==> src/rtl/cube_move_scheduler.sv <==
// cube_move_scheduler: queues manual/undo moves and sequences them and scramble bursts onto the move engine
module cube_move_scheduler #(
    parameter int SCRAMBLE_LEN = 30,
    parameter int HIST_DEPTH   = 64,
    parameter int CNT_MAX      = 999
) (
    input  logic       clk,
    input  logic       rst,
    input  logic       manual_req,
    input  logic [2:0] manual_face,
    input  logic [1:0] manual_rot,
    input  logic       undo_req,
    input  logic       scramble_req,
    input  logic [2:0] rand_face,
    input  logic [1:0] rand_rot,
    input  logic       solved_in,
    output logic [2:0] eng_face,
    output logic [2:0] eng_rot,
    output logic       cube_load,
    output logic       cube_init,
    output logic       hist_push,
    output logic       hist_pop,
    output logic [5:0] hist_ptr,
    output logic [9:0] move_count,
    output logic       solved,
    output logic       busy,
    output logic       drop,
    output logic [2:0] state
);
    typedef enum logic [2:0] {INIT, IDLE, SCRAMBLE, EXEC, VERIFY, SOLVED} state_t;
    localparam logic [5:0] HMAX  = 6'(HIST_DEPTH - 1);
    localparam logic [9:0] CMAX  = 10'(CNT_MAX);
    localparam logic [5:0] SLAST = 6'(SCRAMBLE_LEN - 1);
    state_t cur, nxt;
    logic [5:0] q [4];
    logic [1:0] wr_ptr, rd_ptr;
    logic [2:0] q_cnt;
    logic       op_undo;
    logic [2:0] op_face;
    logic [1:0] op_rot;
    logic [5:0] scr_cnt;
    logic       drop_q;
    logic       req, push, pop, reject, scr_start, flush, mv, un;
    assign req       = manual_req | undo_req;
    assign pop       = cur == IDLE && !scramble_req && q_cnt != 3'd0;
    assign push      = req && (cur inside {IDLE, SCRAMBLE, EXEC, VERIFY}) && (q_cnt != 3'd4 || pop);
    assign reject    = (manual_req && undo_req) || (req && !push) || (cur == IDLE && scramble_req && q_cnt != 3'd0);
    assign scr_start = nxt == SCRAMBLE && cur != SCRAMBLE;
    assign flush     = nxt == SOLVED && cur != SOLVED;
    assign mv        = cur == EXEC && !op_undo && op_rot != 2'd0;
    assign un        = cur == EXEC && op_undo && hist_ptr != 6'd0;
    // Engine command and strobes, decoded from the registered state and op register
    always_comb begin
        eng_face  = cur == SCRAMBLE ? rand_face : op_face;
        eng_rot   = cur == SCRAMBLE ? (rand_rot == 2'd0 ? 3'd1 : rand_rot == 2'd1 ? 3'd3 : rand_rot == 2'd2 ? 3'd2 : 3'd0)
                                    : (op_rot == 2'd1 ? 3'd1 : op_rot == 2'd2 ? 3'd3 : op_rot == 2'd3 ? 3'd2 : 3'd0);
        cube_load = cur == SCRAMBLE || mv;
        cube_init = cur == INIT;
        hist_push = mv && hist_ptr < HMAX;
        hist_pop  = un;
        busy      = cur != IDLE;
        drop      = drop_q || (cur == EXEC && op_undo && hist_ptr == 6'd0);
        state     = cur;
    end
    // Next-state selection
    always_comb begin
        nxt = cur;
        case (cur)
            INIT:     nxt = IDLE;
            IDLE:     nxt = scramble_req ? (q_cnt == 3'd0 ? SCRAMBLE : IDLE) : (q_cnt != 3'd0 ? EXEC : IDLE);
            SCRAMBLE: nxt = scr_cnt == SLAST ? IDLE : SCRAMBLE;
            EXEC:     nxt = (mv || un) ? VERIFY : IDLE;
            VERIFY:   nxt = solved_in ? SOLVED : IDLE;
            SOLVED:   nxt = scramble_req ? SCRAMBLE : SOLVED;
            default:  nxt = INIT;
        endcase
    end
    // Queue payload; undo entries carry no face/rotation
    always_ff @(posedge clk) begin
        if (push) q[wr_ptr] <= {undo_req, undo_req ? 5'd0 : {manual_face, manual_rot}};
    end
    // State, queue pointers, op register, history pointer, counters and flags
    always_ff @(posedge clk or negedge rst) begin
        if (!rst) begin
            cur        <= INIT;
            wr_ptr     <= 2'd0;
            rd_ptr     <= 2'd0;
            q_cnt      <= 3'd0;
            op_undo    <= 1'b0;
            op_face    <= 3'd0;
            op_rot     <= 2'd0;
            scr_cnt    <= 6'd0;
            hist_ptr   <= 6'd0;
            move_count <= 10'd0;
            solved     <= 1'b0;
            drop_q     <= 1'b0;
        end else begin
            cur        <= nxt;
            wr_ptr     <= flush ? 2'd0 : wr_ptr + 2'(push);
            rd_ptr     <= flush ? 2'd0 : rd_ptr + 2'(pop);
            q_cnt      <= flush ? 3'd0 : q_cnt + 3'(push) - 3'(pop);
            if (pop) {op_undo, op_face, op_rot} <= q[rd_ptr];
            scr_cnt    <= cur == SCRAMBLE ? scr_cnt + 6'd1 : 6'd0;
            hist_ptr   <= scr_start ? 6'd0 : hist_push ? hist_ptr + 6'd1 : un ? hist_ptr - 6'd1 : hist_ptr;
            move_count <= scr_start ? 10'd0 : (mv && move_count != CMAX) ? move_count + 10'd1
                        : (un && move_count != 10'd0) ? move_count - 10'd1 : move_count;
            solved     <= scr_start ? 1'b0 : (cur == VERIFY && solved_in) ? 1'b1 : solved;
            drop_q     <= reject;
        end
    end
endmodule

==> config.mk <==
export PLATFORM = sky130hd
export DESIGN_NAME = cube_move_scheduler
export DESIGN_NICKNAME = d
export VERILOG_FILES = /design/src/rtl/cube_move_scheduler.sv
export SDC_FILE = /design/constraint.sdc
export NUM_CORES = 1
export LEC_CHECK = 0
export CORE_ASPECT_RATIO = 0.5
export CORE_MARGIN = 1.5
export CORE_UTILIZATION = 50
export CTS_BUF_LIST = sky130_fd_sc_hd__clkbuf_16
export CTS_CLUSTER_DIAMETER = 40
export DETAILED_ROUTE_END_ITERATION = 6
export PLACE_DENSITY = 0.78
export SLEW_MARGIN = 20
export SYNTH_ARGS = -nofsm -noshare
export SYNTH_HDL_FRONTEND = slang
export SYNTH_SLANG_ARGS = --single-unit
==> constraint.sdc <==
create_clock -name clk -period 4.2 [get_ports clk]
set_input_delay 0.63 -clock clk [delete_from_list [all_inputs] [get_ports clk]]
set_output_delay 0.63 -clock clk [all_outputs]
set_load 0.01 [all_outputs]
==> results.cfg, run 1 <==
[synthesis]
synth_edf_count = 24
synth-async-reset-ratio = 0.625
synth_ff_type = dfrtp_1
ys_seq_elements = 64
yosys.area.top_type_share = 0.279
synth_area_leaders = dfrtp_1 28%, edfxtp_1 20%, ha_1 8.7%
ys_seq_area_frac = 0.479
syn-num-nets = 362
syn-instance-count = 318
syn_area_sq_mm = 0.00359
synthDistinctLibCells = 59
avgSynthCellArea_sq_um = 11.3
yosys_warnings = 0
yosys.area.top_type = dfrtp_1

[grt]
grtUsageTotal = 0.214
grt_first_pass_wirelength_um = 12600
grt_pass1_vias = 2691
grt.overflow.total = 0
grt_max_degree = 41
antenna_found_initial = 0

[power_and_ir_drop]
p_sw_frac = 0.385
combPwrFrac = 0.494
p_int_mw = 2.30
p_leak_nw = 1.87
clockPowerShare = 0.202
powerDensity_mw_per_mm2 = 840
p_seq_frac = 0.304
switching_power_mw = 1.44
peakVddDrop_mv = 0.376

[worst_setup_path]
timing.rr.start = state[1]$_DFF_PN0_
path_max_fanout = 16
worstSetupEndpointType = register
crit_start = state[1]$_DFF_PN0_
critical_path_class = reg2reg
cp.required_ns = 4.42
crit_arrival_ns = 3.68
critPathLaunchType = register

[placement]
place_congestion = 0.898
dp_hpwl_um = 5170
place_area_sq_mm = 0.00414
numPortBuffers = 46
place_inst = 448

[clocking]
clock_latency_ns = 0.34
clockBufferDepth = 2
post_cts_buffers = 0
h-tree-depth = 3
cts_inserted_buffers = 9
cts_tree = done
cts_resized = 0
root_buffer = clkbuf_16
cts_sinks = 64
ctsHoldBuffers = 0
clkTransAtPathRegs_ns = 0.06

[layout]
syn_to_final_growth_pct = 23.8
fin_nets = 411
drive_gt1_frac = 0.118
final_core_util = 0.654
layoutNonFillerInstCount = 464
design_area_sq_mm = 0.00445
diodes = 0

[floorplan]
pin_count = 48
start_util = 0.528
std_cell_rows = 21
die_h_um = 62.9
fp.coreArea_sq_mm = 0.00681
die-area_sq_mm = 0.00773
die_w_um = 123

[drt]
drtAntennaViolNets = 0
num_vias = 2636
drt_first_pass_iters = 4
vias_per_cell = 5.68
wire_per_inst_um = 15.9
routed_wl_um = 7360
first_iter_violations = 140
drc = 0

[sta]
slew_headroom = 0.333
slew_violations = 0
rsz0062_at_grt = false
worst_slew_pin_slew_ns = 0.992
hold_ws_ns = 0.436
clock_skew_ns = 0.00532
fin_setup_tns_ns = 0
setup_violations = 0
final_hold_viol_count = 0
post-route-period-util = 0.825
fin_crit_ns = 3.47
clock.fmax_mhz = 289

[flow_run]
maxCapViolations = 0

[status]
status = finished clean

[hold_path]
hold_class = in2async
## Yosys cell counts (all sizes together), types with 6 or more instances
cell type  count
a21o          10
a21oi         14
a22o           6
clkbuf         7
dfrtp         40
edfxtp        24
ha            25
inv           19
mux2           6
mux4           6
nand2         24
nand3          9
nor2          26
nor2b         10
nor3           6
o21ai         11
xnor2         11
## area by class of cell
class,instances,area (sq um)
clock buffers,9,225
repair buffers,49,478
inverters,19,71.3
fillers,517,2360
well taps,92,115
flip-flops and latches,64,1720
clock inverters,7,80.1
multi-input cells,224,1760
## power groups by stage
stage | Clock, mW | Sequential, mW | Combinational (mW)
after global routing | 0.796 | 1.18 | 2.03
after CTS | 0.770 | 1.14 | 1.85
after detailed placement | 0 | 1.14 | 1.83
after global placement | 0 | 1.12 | 1.76
final | 0.755 | 1.14 | 1.85
after floorplan | 0 | 1.07 | 1.31
## path summary, 6_finish.rpt
path	depth (start not counted)	end	slack, ns
worst max-delay path	10	move_count[9]$_DFFE_PN0P_	0.73
worst min-delay path	1	scr_cnt[2]$_DFF_PN0_	0.44
worst max register to register	10	move_count[9]$_DFFE_PN0P_	0.73
worst min register to register	1	scr_cnt[0]$_DFF_PN0_	0.50
max in group asynchronous	1	move_count[6]$_DFFE_PN0P_	3.17
min in group clk	1	scr_cnt[0]$_DFF_PN0_	0.50
## stage by stage
step	setup WS, ns	power [mW]
3_3_place_gp	0.974	2.89
2_1_floorplan	1.16	2.38
6_report	0.735	3.74
5_1_grt	0.416	4.00
4_1_cts	0.787	3.76
3_5_place_dp	0.834	2.97
## kinds of logic after synthesis
group,synth area share
buffers and inverters,0.0334
XOR/XNOR,0.0366
other,0.00104
flip-flops,0.479
AND/OR/NAND/NOR,0.146
AO/OA/AOI/OAI,0.141
adder cells (fa/ha/maj),0.104
multiplexers,0.0592
## flip-flops by register name, summed over array words and instances, names as in the netlist
signal / flops
q: 24
move_count: 10
hist_ptr: 6
scr_cnt: 6
op_face: 3
q_cnt: 3
state: 3
op_rot: 2
rd_ptr: 2
wr_ptr: 2
drop_q: 1
op_undo: 1
solved: 1
## placed cells by master, fill, tap and decap left out, types with 4 or more instances in the layout
cell type	count
xnor2_1	11
nand2_1	24
clkbuf_16	9
mux4_2	6
nand3_1	9
nor2_1	25
a21o_1	10
mux2_2	6
nor2b_1	10
nand4_1	4
dfrtp_1	40
edfxtp_1	24
o21ai_0	10
xor2_1	4
nor3_1	5
inv_1	19
a21oi_1	14
ha_1	25
clkdlybuf4s50_1	45
o211ai_1	4
a22o_1	5
## metal layers
layer / GRT usage / wire (um)
met1: 0.265 / 3260
met2: 0.343 / 3640
met3: 0.0730 / 331
met4: 0.0887 / 140
met5: 0 / 0
## worst max-delay path, cell delays in order (launching register included)
cell and delay, ns:
dfrtp_1 0.62, and3b_1 0.40, nand2_1 0.21, nor2_1 0.26, inv_1 0.24, ha_1 0.41, a21oi_1 0.31, o21ai_0 0.18
a41oi_1 0.39, mux2i_1 0.22, a22oi_1 0.10
No activity file was read; power rests on OpenSTA's default activity.
==> run 2, diff against run 1 <==
clock period = 3.26 ns   (was 4.2 ns; I/O delays follow)
==> run 2 against run 1 <==
Net effect:
- sequential power grew 25%
- register-to-register slack lost 0.55 ns
- first-iteration DRC count grew 23%
- clock skew grew 0.00077 ns
- combinational power grew 35%
- sequential cell count is the same
- design area grew 1.7%
- non-clock buffer count grew 12
- global-route usage grew 0.32 points
- clock-buffer cell count is the same
- critical path type unchanged
==> results.cfg, run 2 (synthesized netlist as in run 1, its figures left out) <==
[power_and_ir_drop]
powerDensity_mw_per_mm2 = 1070
p_sw_frac = 0.379
peakVddDrop_mv = 0.484
clockPowerShare = 0.190
p_seq_frac = 0.294
power.total_mw = 4.83
combPwrFrac = 0.516
p_int_mw = 3.00
p_leak_nw = 1.93
switching_power_mw = 1.83

[sta]
post-route-period-util = 0.944
rsz0062_at_grt = false
fin_crit_ns = 3.08
slew_violations = 0
fin_ws_ns = 0.183
worst_slew_pin_slew_ns = 0.905
slew_headroom = 0.396
setup_violations = 0
fin_setup_tns_ns = 0
final_hold_viol_count = 0
clock_skew_ns = 0.00609
clock.fmax_mhz = 325

[placement]
place_inst = 460
place_ws_ns = 0.135
place_area_sq_mm = 0.00423
place_congestion = 0.920
dp_hpwl_um = 5270
numPortBuffers = 46

[drt]
first_iter_violations = 172
routed_wl_um = 7440
drt_first_pass_iters = 5
num_vias = 2708
vias_per_cell = 5.69
drtAntennaViolNets = 0
wire_per_inst_um = 15.6
drc = 0

[layout]
largest_register_ffs = 24
diodes = 0
drive_gt1_frac = 0.141
layoutNonFillerInstCount = 476
fin_nets = 423
syn_to_final_growth_pct = 25.9
top_regs = q: 24 flops, move_count: 10 flops
final_common_cell = clkdlybuf4s50_1
multiInputGateArea_sq_mm = 0.00177
largest_register = q
layout_common_cells = 45 x clkdlybuf4s50_1, 40 x dfrtp_1, 25 x nor2_1, 25 x ha_1
seq_area_sq_mm = 0.00172
design_area_sq_mm = 0.00452
fillerInstances = 495

[floorplan]
die-area_sq_mm = 0.00773
die_w_um = 123
pin_count = 48
start_util = 0.528
fp.coreArea_sq_mm = 0.00681
die_h_um = 62.9
std_cell_rows = 21

[worst_setup_path]
path_cells = inv_1, ha_1, nor2_1, nand2_1, nor2_1, inv_1, fa_1, a21o_1, a21oi_2, o21ai_0, a21o_1, a32o_1
crit_arrival_ns = 3.30
critPathSlowestCell = fa_1
crit_buf_inv = 2
path_max_fanout = 9
slowest_delay_ns = 0.46
worstSetupEndpointType = register
critPathLaunchType = register
critical_path_class = reg2reg
cp_top_family = compound AO/OA/AOI/OAI gates
cp.required_ns = 3.48

[grt]
grt_pass1_vias = 2661
antenna_found_initial = 0
grt.overflow.total = 0
grtUsageTotal = 0.217
grt_first_pass_wirelength_um = 12500
grt_max_degree = 41

[clocking]
clock_latency_ns = 0.34
post_cts_buffers = 0
cts_inserted_buffers = 9
clockBufferDepth = 2
cts_sinks = 64
cts_tree = done
h-tree-depth = 3
clkTransAtPathRegs_ns = 0.05
root_buffer = clkbuf_16

[status]
status = finished clean

[flow_run]
maxCapViolations = 0

[hold_path]
hold_class = in2async
-- run 2: changes by cell type in the layout (fill, tap and decap cells not counted), moves of 2 or more --
cell	delta
buf_4	+12
inv_1	+3
a21oi_1	-2
a21oi_2	+2
clkinv_4	-2
inv_6	-2
-- run 2: path summary, 6_finish.rpt --
kind,endpoint,startpoint,cells past startpoint,slack [ns]
setup / recovery,move_count[6]$_DFFE_PN0P_,op_rot[0]$_DFFE_PN0N_,12,0.18
hold / removal,scr_cnt[0]$_DFF_PN0_,rst,1,0.28
setup reg to reg,move_count[6]$_DFFE_PN0P_,op_rot[0]$_DFFE_PN0N_,12,0.18
hold reg to reg,scr_cnt[0]$_DFF_PN0_,scr_cnt[0]$_DFF_PN0_,1,0.49
max in group asynchronous,move_count[4]$_DFFE_PN0P_,rst,1,2.41
min in group clk,scr_cnt[0]$_DFF_PN0_,scr_cnt[0]$_DFF_PN0_,1,0.49
-- run 2: power by group through the flow --
| stage | registers [mW] | logic (mW) | clock network [mW] |
|---|---|---|---|
| 3_3_place_gp | 1.41 | 2.38 | 0 |
| 4_1_cts | 1.42 | 2.48 | 0.936 |
| 3_5_place_dp | 1.43 | 2.45 | 0 |
| 5_1_grt | 1.46 | 2.77 | 0.980 |
| 2_1_floorplan | 1.37 | 1.69 | 0 |
| 6_report | 1.42 | 2.49 | 0.918 |
-- run 2: layout make-up --
| cell class | count | area share |
|---|---|---|
| Multi-Input combinational cell | 224 | 0.390 |
| Tap cell | 92 | 0.0254 |
| Inverter | 19 | 0.0158 |
| Timing Repair Buffer | 61 | 0.126 |
| Clock buffer | 9 | 0.0498 |
| Clock inverter | 7 | 0.0127 |
| Sequential cell | 64 | 0.381 |
-- run 2: what timing repair did --
action,4_1_cts,5_1_grt
resized for setup,0,3
hold buffers,0,0
hold endpoints to repair,0,0
endpoints found under the setup margin,0,3
-- run 2: per-layer routing --
layer	up-vias	global-route usage	part of all wire	wire (um)
met5	-	0	0	0
met4	0	0.0872	0.019	139
met3	17	0.0794	0.048	358
met2	78	0.347	0.50	3690
met1	1330	0.268	0.44	3250
li1	1283	-	-	-
-- run 2: per-stage QoR --
step                hold WS [ns]  utilization
finish                     0.284        0.665
global route               0.366        0.665
CTS                        0.320        0.663
detailed placement         0.489        0.621
global placement           0.476        0.621
floorplan                  0.193            -
